### config.mk
export PLATFORM = sky130hd
export DESIGN_NAME = mem_access
export DESIGN_NICKNAME = d
export VERILOG_FILES = /design/src/rtl/mem_access_pkg.sv /design/src/rtl/mem_access_lane.sv /design/src/rtl/mem_access.sv
export SDC_FILE = /design/constraint.sdc
export NUM_CORES = 1
export LEC_CHECK = 0
export CAP_MARGIN = 40
export CORE_AREA = 4 4 133 135
export CTS_BUF_LIST = sky130_fd_sc_hd__clkbuf_16
export CTS_CLUSTER_SIZE = 25
export DETAILED_ROUTE_END_ITERATION = 10
export DIE_AREA = 0 0 137 139
export PLACE_DENSITY = 0.76
export REMOVE_ABC_BUFFERS = 1
export SKIP_LAST_GASP = 1
export SLEW_MARGIN = 20
export SYNTH_ARGS = -nofsm -noshare
export SYNTH_HDL_FRONTEND = slang
export SYNTH_SLANG_ARGS = --single-unit
### constraint.sdc
create_clock -name clk -period 4.6 [get_ports clk]
set_input_delay 0.92 -clock clk [delete_from_list [all_inputs] [get_ports clk]]
set_output_delay 0.92 -clock clk [all_outputs]
set_load 0.005 [all_outputs]
### src/rtl/mem_access_pkg.sv
// Shared MEM-stage definitions: bus widths, ALU op codes, FSM states and op decode helpers.
package mem_access_pkg;

    typedef logic [7:0]  AluOpBus;
    typedef logic [31:0] RegBus;
    typedef logic [4:0]  RegAddrBus;

    localparam RegBus ZeroWord = 32'h0000_0000;

    localparam AluOpBus ALU_OP_NOP = 8'h00;
    localparam AluOpBus ALU_OP_ORI = 8'h25;
    localparam AluOpBus ALU_OP_LB  = 8'hE0;
    localparam AluOpBus ALU_OP_LH  = 8'hE1;
    localparam AluOpBus ALU_OP_LW  = 8'hE3;
    localparam AluOpBus ALU_OP_SB  = 8'hE8;
    localparam AluOpBus ALU_OP_SH  = 8'hE9;
    localparam AluOpBus ALU_OP_SW  = 8'hEB;

    // Memory-access FSM encodings
    typedef enum logic [1:0] {
        ST_IDLE = 2'd0,
        ST_WAIT = 2'd1,
        ST_DONE = 2'd2
    } mem_state_e;

    function automatic logic is_load(input AluOpBus op);
        return (op == ALU_OP_LB) || (op == ALU_OP_LH) || (op == ALU_OP_LW);
    endfunction

    function automatic logic is_store(input AluOpBus op);
        return (op == ALU_OP_SB) || (op == ALU_OP_SH) || (op == ALU_OP_SW);
    endfunction

    // Words need addr[1:0]==0, halfwords need addr[0]==0, bytes are always aligned
    function automatic logic is_misaligned(input AluOpBus op, input logic [1:0] addr);
        logic word_op;
        logic half_op;
        word_op = (op == ALU_OP_LW) || (op == ALU_OP_SW);
        half_op = (op == ALU_OP_LH) || (op == ALU_OP_SH);
        return (word_op && (addr != 2'b00)) || (half_op && addr[0]);
    endfunction

endpackage

### src/rtl/mem_access_lane.sv
// Big-endian byte-lane steering: lane selects, store replication, load sign extension.
module mem_lane
    import mem_access_pkg::*;
(
    input  AluOpBus     op,
    input  logic [1:0]  addr,
    input  RegBus       rdata,
    input  RegBus       wdata,
    output logic [3:0]  sel,
    output RegBus       wdata_rep,
    output RegBus       rdata_ext
);

    logic [7:0]  byte_v;
    logic [15:0] half_v;

    // Pick the addressed byte / halfword out of the read word (byte 0 is the MSB lane)
    always_comb begin
        byte_v = rdata[31:24];
        case (addr)
            2'd0:    byte_v = rdata[31:24];
            2'd1:    byte_v = rdata[23:16];
            2'd2:    byte_v = rdata[15:8];
            default: byte_v = rdata[7:0];
        endcase
        half_v = addr[1] ? rdata[15:0] : rdata[31:16];
    end

    // Lane enables, replicated store data and extended load data per access size
    always_comb begin
        sel       = 4'b0000;
        wdata_rep = wdata;
        rdata_ext = rdata;
        case (op)
            ALU_OP_LB, ALU_OP_SB: begin
                sel       = 4'b1000 >> addr;
                wdata_rep = {4{wdata[7:0]}};
                rdata_ext = {{24{byte_v[7]}}, byte_v};
            end
            ALU_OP_LH, ALU_OP_SH: begin
                sel       = addr[1] ? 4'b0011 : 4'b1100;
                wdata_rep = {2{wdata[15:0]}};
                rdata_ext = {{16{half_v[15]}}, half_v};
            end
            ALU_OP_LW, ALU_OP_SW: begin
                sel       = 4'b1111;
            end
            default: ;
        endcase
    end

endmodule

### src/rtl/mem_access.sv
// MEM pipeline stage: passes ALU results through, runs data-memory handshakes and flags misalignment.
module mem_access
    import mem_access_pkg::*;
(
    input  logic       clk,
    input  logic       rst,
    input  RegAddrBus  wd_i,
    input  logic       wreg_i,
    input  RegBus      wdata_i,
    input  AluOpBus    aluop_i,
    input  RegBus      mem_addr_i,
    input  RegBus      reg2_i,
    input  RegBus      pc_i,
    input  RegBus      dm_rdata,
    input  logic       dm_ack,
    output RegAddrBus  wd_o,
    output logic       wreg_o,
    output RegBus      wdata_o,
    output logic       dm_req,
    output logic       dm_we,
    output RegBus      dm_addr,
    output logic [3:0] dm_sel,
    output RegBus      dm_wdata,
    output logic       stallreq,
    output logic       adel_o,
    output logic       ades_o,
    output RegBus      bad_pc_o
);

    mem_state_e  state_q, state_d;
    RegBus       rdata_q, rdata_d;
    logic        dm_req_q, dm_req_d;
    logic        dm_we_q, dm_we_d;
    RegBus       dm_addr_q, dm_addr_d;
    logic [3:0]  dm_sel_q, dm_sel_d;
    RegBus       dm_wdata_q, dm_wdata_d;

    logic        ld_op, st_op, misal, aligned_op;
    logic [3:0]  lane_sel;
    RegBus       lane_wdata, lane_rdata;

    assign ld_op      = is_load(aluop_i);
    assign st_op      = is_store(aluop_i);
    assign misal      = (ld_op || st_op) && is_misaligned(aluop_i, mem_addr_i[1:0]);
    assign aligned_op = (ld_op || st_op) && !misal;

    mem_lane u_lane (
        .op        (aluop_i),
        .addr      (mem_addr_i[1:0]),
        .rdata     (dm_rdata),
        .wdata     (reg2_i),
        .sel       (lane_sel),
        .wdata_rep (lane_wdata),
        .rdata_ext (lane_rdata)
    );

    assign dm_req   = dm_req_q;
    assign dm_we    = dm_we_q;
    assign dm_addr  = dm_addr_q;
    assign dm_sel   = dm_sel_q;
    assign dm_wdata = dm_wdata_q;

    // State and bus-request registers; reset abandons any access in flight
    always_ff @(posedge clk or posedge rst) begin
        if (rst) begin
            state_q    <= ST_IDLE;
            rdata_q    <= ZeroWord;
            dm_req_q   <= 1'b0;
            dm_we_q    <= 1'b0;
            dm_addr_q  <= ZeroWord;
            dm_sel_q   <= 4'b0000;
            dm_wdata_q <= ZeroWord;
        end else begin
            state_q    <= state_d;
            rdata_q    <= rdata_d;
            dm_req_q   <= dm_req_d;
            dm_we_q    <= dm_we_d;
            dm_addr_q  <= dm_addr_d;
            dm_sel_q   <= dm_sel_d;
            dm_wdata_q <= dm_wdata_d;
        end
    end

    // Next-state logic and WB-facing outputs; outputs are forced quiet while reset is held
    always_comb begin
        state_d    = state_q;
        rdata_d    = rdata_q;
        dm_req_d   = dm_req_q;
        dm_we_d    = dm_we_q;
        dm_addr_d  = dm_addr_q;
        dm_sel_d   = dm_sel_q;
        dm_wdata_d = dm_wdata_q;
        wd_o       = wd_i;
        wreg_o     = wreg_i;
        wdata_o    = wdata_i;
        stallreq   = 1'b0;
        adel_o     = 1'b0;
        ades_o     = 1'b0;
        bad_pc_o   = ZeroWord;

        case (state_q)
            ST_IDLE: begin
                if (misal) begin
                    wreg_o   = 1'b0;
                    adel_o   = ld_op;
                    ades_o   = st_op;
                    bad_pc_o = pc_i;
                end else if (aligned_op) begin
                    stallreq   = 1'b1;
                    wreg_o     = 1'b0;
                    state_d    = ST_WAIT;
                    dm_req_d   = 1'b1;
                    dm_we_d    = st_op;
                    dm_addr_d  = {mem_addr_i[31:2], 2'b00};
                    dm_sel_d   = lane_sel;
                    dm_wdata_d = lane_wdata;
                end
            end
            ST_WAIT: begin
                stallreq = 1'b1;
                wreg_o   = 1'b0;
                if (dm_ack) begin
                    rdata_d  = lane_rdata;
                    dm_req_d = 1'b0;
                    state_d  = ST_DONE;
                end
            end
            ST_DONE: begin
                if (st_op) begin
                    wreg_o = 1'b0;
                end
                if (ld_op) begin
                    wdata_o = rdata_q;
                end
                state_d = ST_IDLE;
            end
            default: state_d = ST_IDLE;
        endcase

        if (rst) begin
            wd_o     = 5'd0;
            wreg_o   = 1'b0;
            wdata_o  = ZeroWord;
            stallreq = 1'b0;
            adel_o   = 1'b0;
            ades_o   = 1'b0;
            bad_pc_o = ZeroWord;
        end
    end

endmodule

==> results of run 1 <==
## through the flow
step / cells / worst slack [ns] / instance area [um2] / hold slack [ns]
6_report: 1112 / 0.440 / 9430 / 0.497
5_1_grt: 1112 / 0.252 / 9430 / 0.514
4_1_cts: 1112 / 0.446 / 9430 / 0.503
3_5_place_dp: 1096 / 0.448 / 9150 / 0.486
3_3_place_gp: 1092 / 0.461 / 9090 / 0.464
2_1_floorplan: 539 / 0.217 / 5510 / 0.467
## registers in the layout (all words and copies together), names as in the netlist
name	flops
dm_sel	4
dm_wdata	32
dm_we	1
rdata_q	32
dm_addr	30
dm_req	1
state_q	2
## synth_stat cells, types with 2 or more instances
master | number | area [um2]
a21oi_1 | 52 | 260
a31oi_1 | 8 | 50.1
and2_1 | 34 | 213
and3_1 | 3 | 18.8
and4_1 | 2 | 17.5
buf_2 | 7 | 35.0
buf_4 | 3 | 22.5
buf_6 | 3 | 33.8
clkbuf_1 | 34 | 128
dfrtp_1 | 102 | 2550
inv_1 | 13 | 48.8
mux2_2 | 92 | 1040
mux2_4 | 8 | 120
mux2i_1 | 9 | 90.1
nand2_1 | 121 | 454
nand2b_1 | 2 | 12.5
nand3_1 | 2 | 10.0
nor2_1 | 11 | 41.3
nor2b_1 | 8 | 50.1
nor3_1 | 4 | 20.0
nor4b_1 | 3 | 26.3
o211ai_1 | 9 | 67.6
o21ai_0 | 20 | 100
o22a_1 | 6 | 52.6
o41ai_1 | 8 | 70.1
or2_2 | 3 | 18.8
## final timing paths
check	from	endpoint	slack, ns	cells after the start
max in group asynchronous	rst	dm_wdata[11]$_DFFE_PP0P_	2.09	6
min	rdata_q[1]$_DFFE_PP0P_	rdata_q[1]$_DFFE_PP0P_	0.50	2
max reg2reg	state_q[1]$_DFFE_PP0P_	rdata_q[30]$_DFFE_PP0P_	2.58	6
min reg2reg	rdata_q[1]$_DFFE_PP0P_	rdata_q[1]$_DFFE_PP0P_	0.50	2
max	aluop_i[1]	wdata_o[13]	0.44	7
min in group asynchronous	rst	rdata_q[23]$_DFFE_PP0P_	1.45	4
## cell families after synthesis
kind of cell | after synthesis | synth area share, %
other cells | 1 | 0.0655
mux | 109 | 21.8
compound gates | 109 | 11.7
flops | 102 | 44.6
buf+inv | 61 | 4.74
simple gates | 203 | 17.1
## area by class of cell
class	count	area [um2]
fillers	1412	7030
repair buffers	337	3350
multi-input cells	423	2920
flip-flops and latches	102	2550
well taps	220	275
clock buffers	9	225
clock inverters	7	57.6
inverters	14	55.1
## power groups by stage
| stage | Clock, W | Sequential [W] | Combinational [W] |
|---|---|---|---|
| floorplan | 0 | 0.00122 | 0.000274 |
| global placement | 0 | 0.00122 | 0.000811 |
| detailed placement | 0 | 0.00123 | 0.000824 |
| CTS | 0.000768 | 0.00122 | 0.000830 |
| global route | 0.000802 | 0.00125 | 0.000896 |
| finish | 0.000743 | 0.00122 | 0.000817 |
## worst register-to-register path, delay by kind of cell (launching register included)
family / cells / cell delay (ns)
buf+inv: 2 / 0.56
simple gates: 1 / 0.19
flops: 1 / 0.45
compound gates: 3 / 0.72
## metal layers
| metal | vias to the layer above | global-route usage [%] | wire length (um) |
|---|---|---|---|
| li1 | 2621 | - | - |
| met1 | 2603 | 26.5 | 8420 |
| met2 | 244 | 35.6 | 9750 |
| met3 | 22 | 7.91 | 2220 |
| met4 | 0 | 5.67 | 266 |
| met5 | - | 0 | 0 |
==> impl_metrics.yaml, run 1 <==
cts:
  cts_buffers: 9
  cts-htree-levels: 3
  cts_setup_buffers: 0
  ctsLongestPathBuffers: 2
  cts_tree: "built"
  hold_buffers: 0
  clock_latency_ns: 0.35
  cts_resized: 0
  clock-sinks: 102
  cts.clk_slew.worst_paths_ns: 0.07
  cts_root_buffer: "clkbuf_16"
timing:
  report.final.hold_viol_count: 0
  fmax_mhz: 240
  worst_pin_slew_ns: 0.768
  tns_ns: 0
  slew_viol_final: 0
  setup_viol: 0
  finalCritPeriodShare_pct: 90.4
  grt_setup_unrepaired: "no"
  max_slew_margin_pct: 48.7
  skew_ns: 0.00815
  min_period_ns: 4.16
floorplan:
  die_w_um: 137
  die_h_um: 139
  core-area_mm2: 0.0165
  die_area_mm2: 0.0190
  start_util_pct: 34.8
  io_pins: 320
  rows: 47
grt:
  grt_overflow: 0
  antenna_found_initial: 0
  grt_max_degree: 41
  first_global_vias: 5802
  grt_pass1_wl_um: 32100
  grt.total_usage_pct: 21.5
setup_path:
  crit_fanout: 32
  cpMostUsedCell: "clkdlybuf4s50_1"
  worst_ep_required_time_ns: 3.68
  slowest_delay_ns: 0.64
  path_buf_inv: 3
  cp_top_family: "buffers and inverters"
  crit_type: "in -> out"
  cp_slowest_cell: "clkdlybuf4s50_1"
  startpoint_type: "input pin"
  crit_arrival_ns: 3.24
  critPathCaptureType: "output pin"
  crit_chain: "clkdlybuf4s50_1 -> nand2b_1 -> and4_1 -> buf_4 -> nand2_1 -> a21oi_1 -> clkdlybuf4s50_1"
route:
  vias: 5490
  vias_per_cell: 4.94
  dr.pass1.iters: 4
  wirelength_um: 20700
  antenna_left: 0
  drc: 0
  drt_iter0_drc: 268
  wl_per_cell_um: 18.6
pwr:
  comb_power_share_pct: 29.4
  sw_frac_of_total_pct: 27.3
  p_seq_share_pct: 43.9
  power_w: 0.00278
  total_leakage_power_nw: 4.02
  p_int_w: 0.00202
  p_switching_w: 0.000758
  vdd_drop_max_v: 0.000202
  p_per_area_mw_per_mm2: 295
  clkPwrFrac_pct: 26.7
job:
  max_cap_violations: 0
outcome:
  status: "complete, no violations"
cells_and_area:
  final_cell_mix: "clkdlybuf4s50_1, nand2_1, dfrtp_1, mux2_2, a21oi_1"
  layout_commonest_cell: "clkdlybuf4s50_1"
  nets: 1064
  antenna_cells: 0
  synthToLayoutAreaGrowth_pct: 64.8
  final_core_util_pct: 57.3
  drive_gt1_share_pct: 16.4
placed_design:
  gp_congestion: 0.825
  dpl.hpwl_um: 15700
  port_buffers: 317
hold_path:
  holdCritPathClass: "reg -> reg"
yosys:
  synth_area_mm2: 0.00572
  synth-edff-count: 0
  synthFlopType: "dfrtp_1"
  yosysWarnings: 0
  syn_inst: 585
  ys_seq_elements: 102
  syn_area_per_cell_um2: 9.79
  ys_types: 44
  synthArstFlopShare_pct: 100
  synth.yosys.seq_area_share_pct: 44.6
Note: power is estimated with default switching activity, not from simulation.
==> inputs of run 2 (changes only) <==
--- a/config.mk
+++ b/config.mk
@@ -5,7 +5,7 @@
 export SDC_FILE = /design/constraint.sdc
 export NUM_CORES = 1
 export LEC_CHECK = 0
-export CAP_MARGIN = 40
+export CAP_MARGIN = 20
 export CORE_AREA = 4 4 133 135
 export CTS_BUF_LIST = sky130_fd_sc_hd__clkbuf_16
 export CTS_CLUSTER_SIZE = 25
==> constraint.sdc (replaced) <==
create_clock -name clk -period 3.4 [get_ports clk]
set_input_delay 0.68 -clock clk [delete_from_list [all_inputs] [get_ports clk]]
set_output_delay 0.68 -clock clk [all_outputs]
set_load 0.005 [all_outputs]
==> run 2 against run 1 <==
Net effect: critical path depth unchanged; combinational power increased by 36%; clock skew increased by 0.0021 ns; setup slack worse by 0.37 ns; power increased by 38%; largest power group unchanged; hold slack got worse by 0.0087 ns.
==> impl_metrics.yaml, run 2 (synthesized netlist as in run 1, its figures left out) <==
outcome:
  status: "complete, no violations"
placed_design:
  placedInstanceArea_mm2: 0.00926
  port_buffers: 317
  dpl.hpwl_um: 15700
  preCtsSetupSlack_ns: 0.00998
  gp_congestion: 0.786
timing:
  slew_viol_final: 0
  layout_setup_ws_ns: 0.0696
  tns_ns: 0
  worst_pin_slew_ns: 0.887
  setup_viol: 0
  grt_setup_unrepaired: "yes"
  finalCritPeriodShare_pct: 98.0
  min_period_ns: 3.33
  skew_ns: 0.0102
  report.final.hold_viol_count: 0
  max_slew_margin_pct: 40.9
  fmax_mhz: 300
floorplan:
  die_w_um: 137
  rows: 47
  die_h_um: 139
  io_pins: 320
  core-area_mm2: 0.0165
  die_area_mm2: 0.0190
  start_util_pct: 34.8
setup_path:
  cp_top_family: "buffers and inverters"
  crit_fanout: 16
  cp_slowest_cell: "clkdlybuf4s50_1"
  critPathCaptureType: "output pin"
  path_buf_inv: 3
  cpMostUsedCell: "clkdlybuf4s50_1"
  crit_chain: "clkdlybuf4s50_1 -> and4b_1 -> and4_4 -> clkbuf_16 -> nand2_1 -> a21oi_1 -> clkdlybuf4s50_1"
  slowest_delay_ns: 0.53
  worst_ep_required_time_ns: 2.72
  startpoint_type: "input pin"
  crit_arrival_ns: 2.65
  crit_type: "in -> out"
cts:
  cts.clk_slew.worst_paths_ns: 0.07
  cts_root_buffer: "clkbuf_16"
  clock-sinks: 102
  ctsLongestPathBuffers: 2
  cts_tree: "built"
  hold_buffers: 0
  cts-htree-levels: 3
  cts_setup_buffers: 0
  cts_buffers: 9
  clock_latency_ns: 0.35
cells_and_area:
  drive_gt1_share_pct: 18.0
  fillCellCount: 1437
  layout_commonest_cell: "clkdlybuf4s50_1"
  antenna_cells: 0
  nets: 1077
  synthToLayoutAreaGrowth_pct: 68.0
  stdcell_area_mm2: 0.00962
  final_cell_mix: "clkdlybuf4s50_1, nand2_1, dfrtp_1, mux2_2, a21oi_1"
route:
  vias_per_cell: 4.93
  wl_per_cell_um: 18.8
  drc: 0
  antenna_left: 0
  wirelength_um: 21100
  dr.pass1.iters: 4
  drt_iter0_drc: 310
  vias: 5541
grt:
  grt_pass1_wl_um: 31600
  grt.total_usage_pct: 21.3
  grt_overflow: 0
  first_global_vias: 5734
  grt_max_degree: 69
  antenna_found_initial: 0
job:
  max_cap_violations: 0
pwr:
  vdd_drop_max_v: 0.000310
  p_per_area_mw_per_mm2: 400
  total_leakage_power_nw: 4.14
hold_path:
  holdCritPathClass: "reg -> reg"
-- run 2: changes by cell type in the layout (fill, tap and decap cells not counted), moves of 2 or more --
cell / previous run / this run
buf_6: 0 / 2
clkinvlp_4: 3 / 1
buf_4: 18 / 25
buf_12: 2 / 4
-- run 2: what timing repair did --
item,4_1_cts,5_1_grt
gates resized for setup,0,9
endpoints found under the hold margin,0,0
endpoints found under the setup margin,0,65
-- run 2: layout make-up --
cell class                      count  area (um2)  area share (%)
Timing Repair Buffer              350        3500            36.4
Inverter                           14        55.1           0.572
Sequential cell                   102        2550            26.5
Clock inverter                      7        81.3           0.846
Tap cell                          220         275            2.86
Clock buffer                        9         225            2.34
Multi-Input combinational cell    423        2930            30.5
-- run 2: worst paths after layout --
kind,slack (ns),cells past startpoint,endpoint,startpoint
hold reg to reg,0.49,2,dm_req$_DFFE_PP0P_,dm_req$_DFFE_PP0P_
hold / removal,0.49,2,dm_req$_DFFE_PP0P_,dm_req$_DFFE_PP0P_
setup / recovery,0.07,7,wdata_o[31],aluop_i[5]
setup reg to reg,1.47,4,rdata_q[10]$_DFFE_PP0P_,state_q[1]$_DFFE_PP0P_
max in group asynchronous,0.94,5,dm_wdata[9]$_DFFE_PP0P_,rst
min in group asynchronous,1.18,4,rdata_q[23]$_DFFE_PP0P_,rst
-- run 2: worst min-delay path, stage by stage, from the launching register on --
cell     delay, ns
dfrtp_1       0.35
nand2_1       0.05
nand2_1       0.06
-- run 2: through the flow --
stage / total power (W) / hold slack [ns] / cells / util (%)
6_report: 0.00385 / 0.489 / 1125 / 58.4
5_1_grt: 0.00406 / 0.511 / 1125 / 58.4
4_1_cts: 0.00389 / 0.494 / 1123 / 58.1
3_5_place_dp: 0.00278 / 0.470 / 1107 / 56.2
3_3_place_gp: 0.00275 / 0.464 / 1107 / 56.2
2_1_floorplan: 0.00202 / 0.467 / 539 / -
-- run 2: power breakdown --
group | switching [W] | internal, W | total (W)
clock network | 0.000512 | 0.000583 | 0.00109
registers | 0.000147 | 0.00149 | 0.00164
logic | 0.000372 | 0.000742 | 0.00111
-- run 2: routing by layer --
| layer | track usage, % | share of wire, % |
|---|---|---|
| met2 | 36.0 | 48 |
| met1 | 24.9 | 39 |
| met5 | 0 | 0 |
| met3 | 7.95 | 11 |
| met4 | 6.72 | 2.0 |
==> inputs of run 3 (changes only) <==
--- a/config.mk
+++ b/config.mk
@@ -5,6 +5,7 @@
 export SDC_FILE = /design/constraint.sdc
 export NUM_CORES = 1
 export LEC_CHECK = 0
+export ABC_AREA = 0
 export CAP_MARGIN = 20
 export CORE_AREA = 4 4 133 135
 export CTS_BUF_LIST = sky130_fd_sc_hd__clkbuf_16
==> constraint.sdc (replaced) <==
create_clock -name clk -period 2.7 [get_ports clk]
set_input_delay 0.54 -clock clk [delete_from_list [all_inputs] [get_ports clk]]
set_output_delay 0.54 -clock clk [all_outputs]
set_load 0.005 [all_outputs]
==> run 3 against run 2 <==
Net effect: the flow now finishes with violations (setup timing); core utilization rose by 0.90 points; sequential share of layout area down 0.39 points; sequential cell count unchanged; first-iteration DRC count down 11%; final area is 1.5% higher; hold slack got worse by 0.0031 ns; critical path depth is 1 higher; non-clock buffer count is 25 higher; count of clock-buffer cells in the layout unchanged; clock skew fell by 0.0045 ns; global-route usage is 1.2 points higher; largest cell class unchanged.
==> impl_metrics.yaml, run 3 (synthesized netlist as in run 1, its figures left out) <==
timing:
  fmax_mhz: 369
  worst_pin_slew_ns: 0.810
  setup_viol: 1
  layout_setup_ws_ns: -0.00644
  fin_hold_ws_ns: 0.486
  grt_setup_unrepaired: "yes"
  slew_viol_final: 0
  report.final.hold_viol_count: 0
  finalCritPeriodShare_pct: 100
  max_slew_margin_pct: 46.0
  skew_ns: 0.00576
  min_period_ns: 2.71
grt:
  grtUsageMet3_pct: 7.33
  grt_pass1_wl_um: 33400
  first_global_vias: 5952
  antenna_found_initial: 2
  grt.busiest_layer: "met2"
  grt_overflow: 0
  grt.total_usage_pct: 22.5
  gr-usage-met2_pct: 38.2
  grt_max_degree: 52
  grtUsageMet1_pct: 27.4
pwr:
  p_per_area_mw_per_mm2: 491
  power_w: 0.00479
  total_leakage_power_nw: 4.49
  sw_frac_of_total_pct: 28.0
  p_seq_share_pct: 43.2
  p_switching_w: 0.00134
  p_int_w: 0.00345
  clkPwrFrac_pct: 27.7
  vdd_drop_max_v: 0.000467
  comb_power_share_pct: 29.0
cells_and_area:
  nets: 1102
  seqCellArea_mm2: 0.00255
  drive_gt1_share_pct: 26.3
  fillCellCount: 1435
  multi_input_area_mm2: 0.00298
  layout_commonest_cell: "clkdlybuf4s50_1"
  final_cell_mix: "clkdlybuf4s50_1, nand2_1, dfrtp_1, mux2_2, a21oi_1"
  synthToLayoutAreaGrowth_pct: 70.6
placed_design:
  port_buffers: 317
  gp_congestion: 0.815
  dpl.hpwl_um: 15800
setup_path:
  path_buf_inv: 4
  worst_ep_required_time_ns: 2.16
  crit_type: "in -> out"
  crit_arrival_ns: 2.17
  reg2reg_slack_ns: 0.74
  r2r-start: "state_q[1]$_DFFE_PP0P_"
  slowest_delay_ns: 0.31
  endpoint: "bad_pc_o[24]"
  startpoint_type: "input pin"
  crit_start: "aluop_i[2]"
  crit_fanout: 9
  cp_top_family: "simple AND/OR/NAND/NOR gates"
  cp_slowest_cell: "and4b_2"
  critPathCaptureType: "output pin"
  cpMostUsedCell: "and3_4"
  crit_chain: "dlygate4sd2_1 -> and4b_2 -> and3_4 -> and3_4 -> buf_12 -> bufbuf_16 -> and2_1 -> clkdlybuf4s15_2"
  reg2reg_to: "rdata_q[12]$_DFFE_PP0P_"
  ff2ff_path_depth: 3
  path_depth: 8
cts:
  clock_latency_ns: 0.35
  hold_buffers: 0
  clock-sinks: 102
  cts_root_buffer: "clkbuf_16"
  cts.clk_slew.worst_paths_ns: 0.07
  ctsLongestPathBuffers: 2
  cts-htree-levels: 3
  cts_buffers: 9
  cts_tree: "built"
floorplan:
  die_area_mm2: 0.0190
  die_w_um: 137
  start_util_pct: 34.8
  rows: 47
  core-area_mm2: 0.0165
  die_h_um: 139
  io_pins: 320
route:
  drt_iter0_drc: 276
  vias_per_cell: 4.94
  vias: 5686
  antenna_left: 0
  wl_per_cell_um: 19.0
  wirelength_um: 21900
  drc: 0
  dr.pass1.iters: 4
hold_path:
  holdCritPathClass: "reg -> reg"
outcome:
  status: "finished with violations"
  violations: "setup timing"
job:
  max_cap_violations: 0
[run 3: cell types whose count changed in the layout (fill, tap and decap cells not counted), sizes merged, moves of 2 or more]
cell / previous run / this run
clkdlybuf4s50: 316 / 238
buf: 31 / 93
dlygate4sd2: 0 / 34
clkdlybuf4s15: 0 / 4
bufbuf: 0 / 2
[run 3: worst min-delay path, cell delays in order, from the launching register on]
cell     delay [ns]
dfrtp_1        0.35
nand2_1        0.05
nand2_1        0.05
[run 3: power groups by stage]
stage	sequential, W	combinational, W	clock (W)
finish	0.00207	0.00139	0.00133
global route	0.00211	0.00152	0.00143
CTS	0.00207	0.00141	0.00137
detailed placement	0.00210	0.00142	0
floorplan	0.00208	0.000466	0
global placement	0.00208	0.00140	0
[run 3: what timing repair did]
| item | in CTS | in global routing |
|---|---|---|
| endpoints found under the setup margin | 68 | 45 |
| pin swaps | 6 | 0 |
| setup buffers | 13 | 4 |
| resized for setup | 217 | 15 |
| gates cloned | 4 | 0 |
[run 3: worst min-delay path by stage]
stage,depth (start not counted),startpoint,slack [ns],endpoint
2_1_floorplan,2,rdata_q[0]$_DFFE_PP0P_,0.47,rdata_q[0]$_DFFE_PP0P_
6_report,2,dm_req$_DFFE_PP0P_,0.49,dm_req$_DFFE_PP0P_
3_5_place_dp,2,dm_req$_DFFE_PP0P_,0.47,dm_req$_DFFE_PP0P_
4_1_cts,2,dm_req$_DFFE_PP0P_,0.49,dm_req$_DFFE_PP0P_
3_3_place_gp,2,dm_req$_DFFE_PP0P_,0.47,dm_req$_DFFE_PP0P_
5_1_grt,1,dm_addr[17]$_DFFE_PP0P_,0.53,dm_addr[17]$_DFFE_PP0P_
[run 3: metal layers]
layer | part of all wire, % | vias up
met5 | 0.059 | -
met3 | 9.1 | 21
met1 | 41 | 2715
met4 | 1.2 | 2
li1 | - | 2708
met2 | 49 | 240
[run 3: final cells by class]
type	count	share of cell area, %
well taps	220	2.82
flip-flops and latches	102	26.1
inverters	14	0.564
multi-input cells	423	30.5
repair buffers	375	37.0
diodes	1	0.0256
clock inverters	7	0.692
clock buffers	9	2.31
[run 3: through the flow]
step	TNS, ns	instances	cell area (um2)	util (%)	worst slack (ns)
after detailed placement	-31.63	1115	9380	57.0	-0.410
after global routing	-0.178	1150	9760	59.3	-0.0637
after floorplan	-54.70	539	5510	-	-0.923
after global placement	-29.39	1115	9380	57.0	-0.405
final	-0.00644	1151	9770	59.3	-0.00644
after CTS	-0.0839	1148	9740	59.2	-0.0285
